--- src/rtl/slave_in_port_pkg.sv ---
// ----------------------------------------------------------------------------
// slave_in_port_pkg
// Shared bus definitions for the serial master/slave ports:
//   - receive FSM state encoding (IDLE / RX / WAIT_CORE)
//   - instruction encoding used on the write_en/read_en pair
//   - default address / data line lengths
//   - max_len helper for sizing the per-transfer bit count
// ----------------------------------------------------------------------------
package slave_in_port_pkg;

    typedef enum logic [1:0] {
        IDLE      = 2'd0,
        RX        = 2'd1,
        WAIT_CORE = 2'd2
    } rx_state_e;

    // {write_en|read_en, read_en} style encoding shared with the master ports
    localparam logic [1:0] INSTR_INACTIVE = 2'b00;
    localparam logic [1:0] INSTR_WRITE    = 2'b10;
    localparam logic [1:0] INSTR_READ     = 2'b11;

    localparam int DEFAULT_ADDR_LEN = 12;
    localparam int DEFAULT_DATA_LEN = 8;

    function automatic int max_len(input int a, input int b);
        return (a > b) ? a : b;
    endfunction

endpackage

--- src/rtl/serial_shift_in.sv ---
// ----------------------------------------------------------------------------
// serial_shift_in
// Indexed serial-to-parallel capture register. When en is high the bit at
// position index is loaded from bit_in; every other bit holds. An index at or
// beyond WIDTH loads nothing, so longer transfers simply drop excess bits.
// Ports:
//   clk, reset  : clock, async active-high reset (register clears to 0)
//   en          : capture strobe
//   bit_in      : serial bit
//   index       : bit position to load
//   par_q       : registered parallel value
//   par_d       : next-state value (used for end-of-transfer decisions)
// ----------------------------------------------------------------------------
module serial_shift_in #(
    parameter int WIDTH = 8,
    parameter int IDX_W = 4
) (
    input  logic             clk,
    input  logic             reset,
    input  logic             en,
    input  logic             bit_in,
    input  logic [IDX_W-1:0] index,
    output logic [WIDTH-1:0] par_q,
    output logic [WIDTH-1:0] par_d
);

    always_comb begin
        par_d = par_q;
        for (int i = 0; i < WIDTH; i++) begin
            if (en && (index == IDX_W'(i))) begin
                par_d[i] = bit_in;
            end
        end
    end

    always_ff @(posedge clk or posedge reset) begin
        if (reset) begin
            par_q <= '0;
        end else begin
            par_q <= par_d;
        end
    end

endmodule

--- src/rtl/slave_in_port.sv ---
// ----------------------------------------------------------------------------
// slave_in_port
// Serial receive port on the slave side of the system bus. Handshakes with the
// master (master_valid & slave_ready & exactly one of write_en/read_en), then
// deserialises address and write data LSB-first over N = max(ADDR_LEN,
// DATA_LEN) clock edges and raises mem_write / mem_read on the edge that
// samples the last bit. The request is held until core_done.
//
// Optional feature macro: SLAVE_IN_ADDR_CHECK_EN
//   When defined, a completed transfer whose address is >= MEM_DEPTH is not
//   dispatched; rx_error pulses and the port returns to IDLE instead.
//
// Ports:
//   clk, reset                  : clock (rising), async active-high reset
//   master_valid, write_en,
//   read_en                     : master request/handshake
//   rx_address, rx_data         : serial address / write-data bits, LSB first
//   slave_ready                 : port idle, accepts handshake
//   mem_address, mem_wdata      : deserialised request to the core
//   mem_write, mem_read         : request levels, held until core_done
//   core_done                   : core finished current request
//   rx_error                    : one-cycle pulse on protocol/address error
// ----------------------------------------------------------------------------
module slave_in_port
    import slave_in_port_pkg::*;
#(
    parameter int ADDR_LEN  = DEFAULT_ADDR_LEN,
    parameter int DATA_LEN  = DEFAULT_DATA_LEN,
    parameter int MEM_DEPTH = 4096
) (
    input  logic                clk,
    input  logic                reset,
    input  logic                master_valid,
    input  logic                write_en,
    input  logic                read_en,
    input  logic                rx_address,
    input  logic                rx_data,
    output logic                slave_ready,
    output logic [ADDR_LEN-1:0] mem_address,
    output logic [DATA_LEN-1:0] mem_wdata,
    output logic                mem_write,
    output logic                mem_read,
    input  logic                core_done,
    output logic                rx_error
);

    localparam int N  = max_len(ADDR_LEN, DATA_LEN);
    localparam int CW = $clog2(N) + 1;

    rx_state_e     state_q, state_d;
    logic [CW-1:0] count_q, count_d;
    logic [1:0]    mode_q, mode_d;
    logic          slave_ready_q, slave_ready_d;
    logic          mem_write_q, mem_write_d;
    logic          mem_read_q, mem_read_d;
    logic          rx_error_q, rx_error_d;

    logic                addr_en, data_en;
    logic [CW-1:0]       shift_idx;
    logic [ADDR_LEN-1:0] addr_next;
    logic [DATA_LEN-1:0] data_next;
    logic                range_err;

    serial_shift_in #(.WIDTH(ADDR_LEN), .IDX_W(CW)) u_addr_shift (
        .clk    (clk),
        .reset  (reset),
        .en     (addr_en),
        .bit_in (rx_address),
        .index  (shift_idx),
        .par_q  (mem_address),
        .par_d  (addr_next)
    );

    serial_shift_in #(.WIDTH(DATA_LEN), .IDX_W(CW)) u_data_shift (
        .clk    (clk),
        .reset  (reset),
        .en     (data_en),
        .bit_in (rx_data),
        .index  (shift_idx),
        .par_q  (mem_wdata),
        .par_d  (data_next)
    );

    // Range check looks at the address including the bit sampled this edge,
    // so the decision is made without an extra cycle.
`ifdef SLAVE_IN_ADDR_CHECK_EN
    assign range_err = (32'(addr_next) >= 32'(MEM_DEPTH));
    logic unused_data_next;
    assign unused_data_next = ^data_next;
`else
    assign range_err = 1'b0;
    logic unused_cfg;
    assign unused_cfg = (MEM_DEPTH > 0) ^ (^addr_next) ^ (^data_next);
`endif

    always_comb begin
        state_d       = state_q;
        count_d       = count_q;
        mode_d        = mode_q;
        slave_ready_d = slave_ready_q;
        mem_write_d   = mem_write_q;
        mem_read_d    = mem_read_q;
        rx_error_d    = 1'b0;
        addr_en       = 1'b0;
        data_en       = 1'b0;
        shift_idx     = count_q;

        case (state_q)
            IDLE: begin
                if (master_valid && slave_ready_q) begin
                    if (write_en && read_en) begin
                        rx_error_d = 1'b1;
                    end else if (write_en ^ read_en) begin
                        // Bit 0 is already on the lines at the handshake edge.
                        addr_en       = 1'b1;
                        data_en       = write_en;
                        shift_idx     = '0;
                        mode_d        = write_en ? INSTR_WRITE : INSTR_READ;
                        count_d       = CW'(1);
                        slave_ready_d = 1'b0;
                        state_d       = RX;
                    end
                end
            end

            RX: begin
                if (!master_valid) begin
                    // Abort: partial shift contents are left as they are.
                    rx_error_d    = 1'b1;
                    count_d       = '0;
                    mode_d        = INSTR_INACTIVE;
                    slave_ready_d = 1'b1;
                    state_d       = IDLE;
                end else begin
                    addr_en = 1'b1;
                    data_en = (mode_q == INSTR_WRITE);
                    if (count_q == CW'(N - 1)) begin
                        count_d = '0;
                        if (range_err) begin
                            rx_error_d    = 1'b1;
                            mode_d        = INSTR_INACTIVE;
                            slave_ready_d = 1'b1;
                            state_d       = IDLE;
                        end else begin
                            mem_write_d = (mode_q == INSTR_WRITE);
                            mem_read_d  = (mode_q == INSTR_READ);
                            state_d     = WAIT_CORE;
                        end
                    end else begin
                        count_d = count_q + CW'(1);
                    end
                end
            end

            WAIT_CORE: begin
                if (core_done) begin
                    mem_write_d   = 1'b0;
                    mem_read_d    = 1'b0;
                    mode_d        = INSTR_INACTIVE;
                    slave_ready_d = 1'b1;
                    state_d       = IDLE;
                end
            end

            default: begin
                state_d       = IDLE;
                slave_ready_d = 1'b1;
                mem_write_d   = 1'b0;
                mem_read_d    = 1'b0;
            end
        endcase
    end

    always_ff @(posedge clk or posedge reset) begin
        if (reset) begin
            state_q       <= IDLE;
            count_q       <= '0;
            mode_q        <= INSTR_INACTIVE;
            slave_ready_q <= 1'b1;
            mem_write_q   <= 1'b0;
            mem_read_q    <= 1'b0;
            rx_error_q    <= 1'b0;
        end else begin
            state_q       <= state_d;
            count_q       <= count_d;
            mode_q        <= mode_d;
            slave_ready_q <= slave_ready_d;
            mem_write_q   <= mem_write_d;
            mem_read_q    <= mem_read_d;
            rx_error_q    <= rx_error_d;
        end
    end

    assign slave_ready = slave_ready_q;
    assign mem_write   = mem_write_q;
    assign mem_read    = mem_read_q;
    assign rx_error    = rx_error_q;

endmodule

--- config.mk ---
export PLATFORM = sky130hd
export DESIGN_NAME = slave_in_port
export DESIGN_NICKNAME = d
export VERILOG_FILES = /design/src/rtl/slave_in_port_pkg.sv /design/src/rtl/serial_shift_in.sv /design/src/rtl/slave_in_port.sv
export SDC_FILE = /design/constraint.sdc
export NUM_CORES = 1
export LEC_CHECK = 0
export ABC_AREA = 0
export BUFFER_PORTS_ARGS = -buffer_cell sky130_fd_sc_hd__clkbuf_2
export CORE_ASPECT_RATIO = 2
export CORE_MARGIN = 2
export CORE_UTILIZATION = 52
export DETAILED_ROUTE_END_ITERATION = 8
export GPL_TIMING_DRIVEN = 0
export PLACE_DENSITY_LB_ADDON = 0.1
export SKIP_LAST_GASP = 1
export SYNTH_ARGS = -nofsm -noshare
export SYNTH_HDL_FRONTEND = slang
export SYNTH_SLANG_ARGS = --single-unit
export TNS_END_PERCENT = 100
--- constraint.sdc ---
create_clock -name clk -period 5.5 [get_ports clk]
set_input_delay 1.1 -clock clk [delete_from_list [all_inputs] [get_ports clk]]
set_output_delay 1.1 -clock clk [all_outputs]
set_load 0.01 [all_outputs]
== Word-level counts from Yosys, hierarchy flattened ==
Cells that the tools add are included.
Widths: inputs -> output; s select.

* Muxes and demuxes: 50
* Equality and inequality tests: 24
* Bitwise logic cells: 2
* Reduce and logical (&&, ||, !) cells: 31
* Add/sub/neg operators: 1

{| class="wikitable"
|+ Operators by type and width
! cell !! count
|-
| $mux 5 || 9
|-
| $eq 5x4->1 const B || 5
|-
| $logic_and 1x1->1 || 22
|-
| $mux 1 || 22
|-
| $eq 5x3->1 const B || 4
|-
| $mux 2 || 10
|-
| $ne 2x2->1 const B || 7
|-
| $pmux 2 s3 || 2
|-
| $eq 5x2->1 const B || 2
|-
| $pmux 5 s2 || 1
|-
| $reduce_and 5->1 || 2
|-
| $pmux 1 s3 || 3
|-
| $reduce_and 4->1 || 2
|-
| $eq 2x2->1 const B || 3
|-
| $pmux 1 s2 || 3
|-
| $reduce_and 6->1 || 1
|-
| $add 5x1->5 const B || 1
|-
| $eq 5x1->1 const B || 1
|-
| $logic_not 5->1 || 1
|-
| $ne 3x3->1 const B || 1
|-
| $reduce_bool 3->1 || 1
|-
| $eq 2x1->1 const B || 1
|-
| $logic_not 2->1 || 1
|-
| $reduce_bool 2->1 || 1
|-
| other kinds (2) || 2
|}

* Input bits: 8
* Output and inout bits: 24
* Word-level logic and storage cells: 135
* Flip-flop bits (word level): 33

== Logic depth before layout (Yosys ltp) ==
* Word-level depth: 7
* Depth in mapped cells: 8
* Mapped depth without buffers: 6

== Cells and area by module ==
From an unflattened synthesis, not the netlist that was laid out.

* Cell total of the unflattened synthesis: 169
* Area total of the unflattened synthesis: 1831.8 um^2

{| class="wikitable"
|+ Modules (own cells, without submodules)
! module !! cells each !! area an instance (um^2) !! sequential area each (um^2) !! times used
|-
| slave_in_port || 93 || 862.1 || 326.6 || 1
|-
| serial_shift_in at u_addr_shift || 45 || 583.1 || 300.3 || 1
|-
| serial_shift_in at u_data_shift || 31 || 386.6 || 200.2 || 1
|}

== Worst setup path after synthesis ==
OpenSTA, ideal clock, no wires.

* Kind: input -> register
* Start: input port read_en
* End: register mode_q[0]
* Data required time: 5.372 ns
* Setup slack: 2.945 ns
* Path buffers: 0
* Library setup time: 0.128 ns
* Arrival: 2.428 ns
* Cell stages on the path: 6
* Path through: inv_1 -> ha_1 -> nand4bb_1 -> a21oi_2 -> nor3b_4 -> mux2_1

* Word-level cells in the longest chain between the ends: 3
* Elaborated cells between the ends (all ways): 5
* Classes of those cells: eq/ne (2); bitwise (1); reduce/logical (2)

{| class="wikitable"
|+ RTL lines
! element !! line !! source
|-
| from (decl) || slave_in_port.sv:35 || <nowiki>input logic read_en,</nowiki>
|-
| $xor 1x1->1 / $logic_and 1x1->1 (equally long branches) || slave_in_port.sv:113, slave_in_port.sv:111 ||
|-
| $ne 2x2->1 (no source line) || - ||
|-
| $reduce_and 6->1 (no source line) (*) || - ||
|-
| to (signal assigned) || slave_in_port.sv:186 || <nowiki>mode_q <= mode_d;</nowiki>
|-
| to (decl) || slave_in_port.sv:52 || <nowiki>logic [1:0] mode_q, mode_d;</nowiki>
|}

Mark *: on every way between the ends. The rest lies on a longest branch, timed or not.
A chain may end at the register's enable or synchronous reset.

== Worst setup path in the final report ==
* Start: input port write_en
* End: register mode_q[0]

* Word-level cells in the longest chain between the ends: 5
* Elaborated cells between the ends (all ways): 10
* Classes of those cells: eq/ne (2); mux (5); bitwise (1); reduce/logical (2)

{| class="wikitable"
|+ RTL lines
! element !! line !! source
|-
| from (decl) || slave_in_port.sv:34 || <nowiki>input logic write_en,</nowiki>
|-
| $mux 1 || slave_in_port.sv:118 || <nowiki>mode_d = write_en ? INSTR_WRITE : INSTR_READ;</nowiki>
|-
| $mux 2 || slave_in_port.sv:113 || <nowiki>end else if (write_en ^ read_en) begin</nowiki>
|-
| $mux 2 || slave_in_port.sv:111 || <nowiki>if (write_en && read_en) begin</nowiki>
|-
| $mux 2 || slave_in_port.sv:110 || <nowiki>if (master_valid && slave_ready_q) begin</nowiki>
|-
| $pmux 2 s3 || slave_in_port.sv:108 || <nowiki>case (state_q)</nowiki>
|}

Several ways; a longest one is shown, not always the timed one. The select of a mux whose other input is x is not followed.

==> metrics.csv <==
stage,metric,value,unit
outcome,status,finished clean,
setup_path,worst-path fanout max,5,
setup_path,CP Launch Type,input port,
route,first-pass iteration count of the detailed router,4,
route,First DRT Iteration DRCs,38,
floorplan,Chip Height,88.17,um
yosys,cell area after synthesis,1842,sq um
route,drt total wl,4018,um
floorplan,row count,30,
clock_network,Longest Clk Path Bufs,2,
sta,Layout Skew,0.009504,ns
route,met1 WL,1492,um
finish,layout cells sized above 1,0.3627,
grt,first-pass GRT wire length,6824,um
sta,fin crit share,0.4615,
place,DP Worst Slack,2.632,ns
route,wire length on met2,2264,um
setup_path,CP Class,input port to register,
clock_network,Post-CTS Setup Inserts,0,
place,Final GP Congestion,0.9232,
clock_network,cts bufs inserted,5,
finish,footprint of the multi-input gates,945.9,sq um
sta,Setup Viol. Count Final,0,
pwr,Leakage Power,0.001055,uW
yosys,Post-Synthesis Cells,164,
yosys,mean area per synthesized cell,11.23,sq um
clock_network,CTS tree,built,
clock_network,cts hold-fix bufs,0,
job,maxcap violations,0,
yosys,Post-synth EDFFs,0,
yosys,"FFs w/ async S/R, synth",1.000,
sta,Fmax,394.0,MHz
sta,post-route minimum period,2.538,ns
grt,GRT overflow,0,
route,Residual DRC,0,
yosys,Mapped Nets,179,
pwr,pwr dens,446.5,nW/um^2
sta,WHS,0.4981,ns
yosys,Yosys warnings,0,
route,vias per cell,6.076,
grt,vias in the first global route,1518,
finish,antenna cell count,0,
clock_network,"Clk Latency, worst-skew pair",0.29,ns
yosys,"FF+latch count, synth",33,
grt,antenna violations before repair,0,
finish,# nets final,218,
finish,Reg area,827.0,sq um
yosys,Synth cell types,47,
sta,TNS Setup,0,ns
finish,fill cell count,295,
setup_path,crit path DAT,2.71,ns
route,top sig layer,met4,
route,via count,1434,
floorplan,Core ar.,3378,sq um
sta,Worst Max-Slew Pin Slew,0.5508,ns
finish,Util after Layout,0.6348,
clock_network,"CTS clk-pin slew, worst paths",0.06,ns
floorplan,Die ar.,4063,sq um
sta,relative slew slack,0.6306,
yosys,Synth Flop Type,dfrtp_1,
clock_network,# clock sinks,33,
sta,Setup WS post-layout,2.962,ns
floorplan,die span in x,46.08,um
floorplan,Starting Density,0.5452,
clock_network,CTS resizes,0,
yosys,post-synthesis sequential area ratio,0.4490,
sta,fin. max-slew vios,0,
grt,GRT Resource Usage Total,0.2355,
hold_path,Min-Delay Path Class,register to register,
pwr,maximum VDD drop,289.3,uV
floorplan,I/O pin total,32,
sta,RSZ-0062 raised after global routing,false,
route,routed wl met3,133,um
grt,pin count of the biggest net entering global routing,34,
setup_path,Worst Path Required,5.67,ns
route,post-route ant nets,0,
finish,area grow syn2layout,16.44,%
setup_path,crit path capture type,register,
place,number of buffers added on ports,31,
route,WL per Instance,17.03,um
place,DP Wirelength,3070,um
sta,Final Hold Viols,0,
clock_network,clock root buffer,clkbuf_8,
clock_network,H-tree Lvls,2,
-- worst max-delay path, cell delays in order --
cell	delay (ns)
clkbuf_2	0.11
ha_1	0.35
nand4bb_1	0.25
a21oi_2	0.26
nor3b_4	0.28
mux2_1	0.36
-- flip-flops by register name, indices dropped and copies added, names as in the netlist --
| name | flops |
|---|---|
| rx_error | 1 |
| mode_q | 2 |
| u_addr_shift.par_q | 12 |
| slave_ready | 1 |
| mem_write | 1 |
| count_q | 5 |
| state_q | 2 |
| u_data_shift.par_q | 8 |
| mem_read | 1 |
-- power breakdown --
group	internal (uW)	switching, uW
registers	320	48.6
logic	180	232
clock network	89.8	86.6
-- cells in the mapped netlist (5+ instances only) --
cell	count	area, sq um
mux2_2	19	214.0
a21oi_1	8	40.04
nor2_1	6	22.52
o21ai_0	5	25.02
inv_1	7	26.28
dfrtp_1	32	800.8
ha_1	7	87.58
nor3_1	5	25.02
nand2_1	9	33.78
nand3_1	9	45.04
-- cell families (layout without fill, tap and decap cells) --
group,after synthesis,count (layout),synth area share
flip-flops,33,33,0.4491
AND/OR/NAND/NOR,61,61,0.2228
AO/OA/AOI/OAI,25,25,0.09715
buffers and inverters,14,54,0.03737
multiplexers,24,24,0.1461
adder cells (fa/ha/maj),7,7,0.04755
-- layout by cell type (no fill, tap or decap), types with 6 or more instances in the layout --
cell | synthesis | layout
a21oi_1 | 8 | 8
clkbuf_2 | 0 | 31
dfrtp_1 | 32 | 32
ha_1 | 7 | 7
inv_1 | 7 | 6
mux2_2 | 19 | 19
nand2_1 | 9 | 9
nand3_1 | 9 | 9
nor2_1 | 6 | 6
-- final cells by class --
| class | count | area share |
|---|---|---|
| buffer | 7 | 0.01984 |
| multi-input combinational | 117 | 0.4411 |
| tap | 32 | 0.01867 |
| clock buffer | 8 | 0.03734 |
| timing repair buffer | 32 | 0.08518 |
| inverter | 7 | 0.01225 |
| sequential | 33 | 0.3856 |
-- path summary, 6_finish.rpt --
path                                               startpoint                                 end  slack [ns]  depth (start not counted)
max                                                  write_en               mode_q[0]$_DFFE_PP0P_        2.96                          6
min                        u_addr_shift.par_q[11]$_DFFE_PP0P_  u_addr_shift.par_q[11]$_DFFE_PP0P_        0.50                          1
max reg2reg                            state_q[0]$_DFFE_PP0P_   u_addr_shift.par_q[6]$_DFFE_PP0P_        3.44                          7
min reg2reg                u_addr_shift.par_q[11]$_DFFE_PP0P_  u_addr_shift.par_q[11]$_DFFE_PP0P_        0.50                          1
max in group asynchronous                               reset             slave_ready$_DFFE_PP1P_        4.23                          3
min in group asynchronous                               reset               mem_write$_DFFE_PP0P_        0.77                          2
-- stage by stage --
stage	instances	power, uW	cell area [sq um]
floorplan	164	653.0	1842
global placement	227	768.6	2037
detailed placement	227	785.0	2037
CTS	235	963.7	2117
global route	236	1025	2145
finish	236	957.6	2145
-- metal layers --
metal  vias to the layer above  track usage
li1                        677            -
met4                         0       0.1481
met3                        14      0.05155
met5                         -            0
met1                       704       0.2487
met2                        39       0.3990
(Power assumes the default switching activity.)
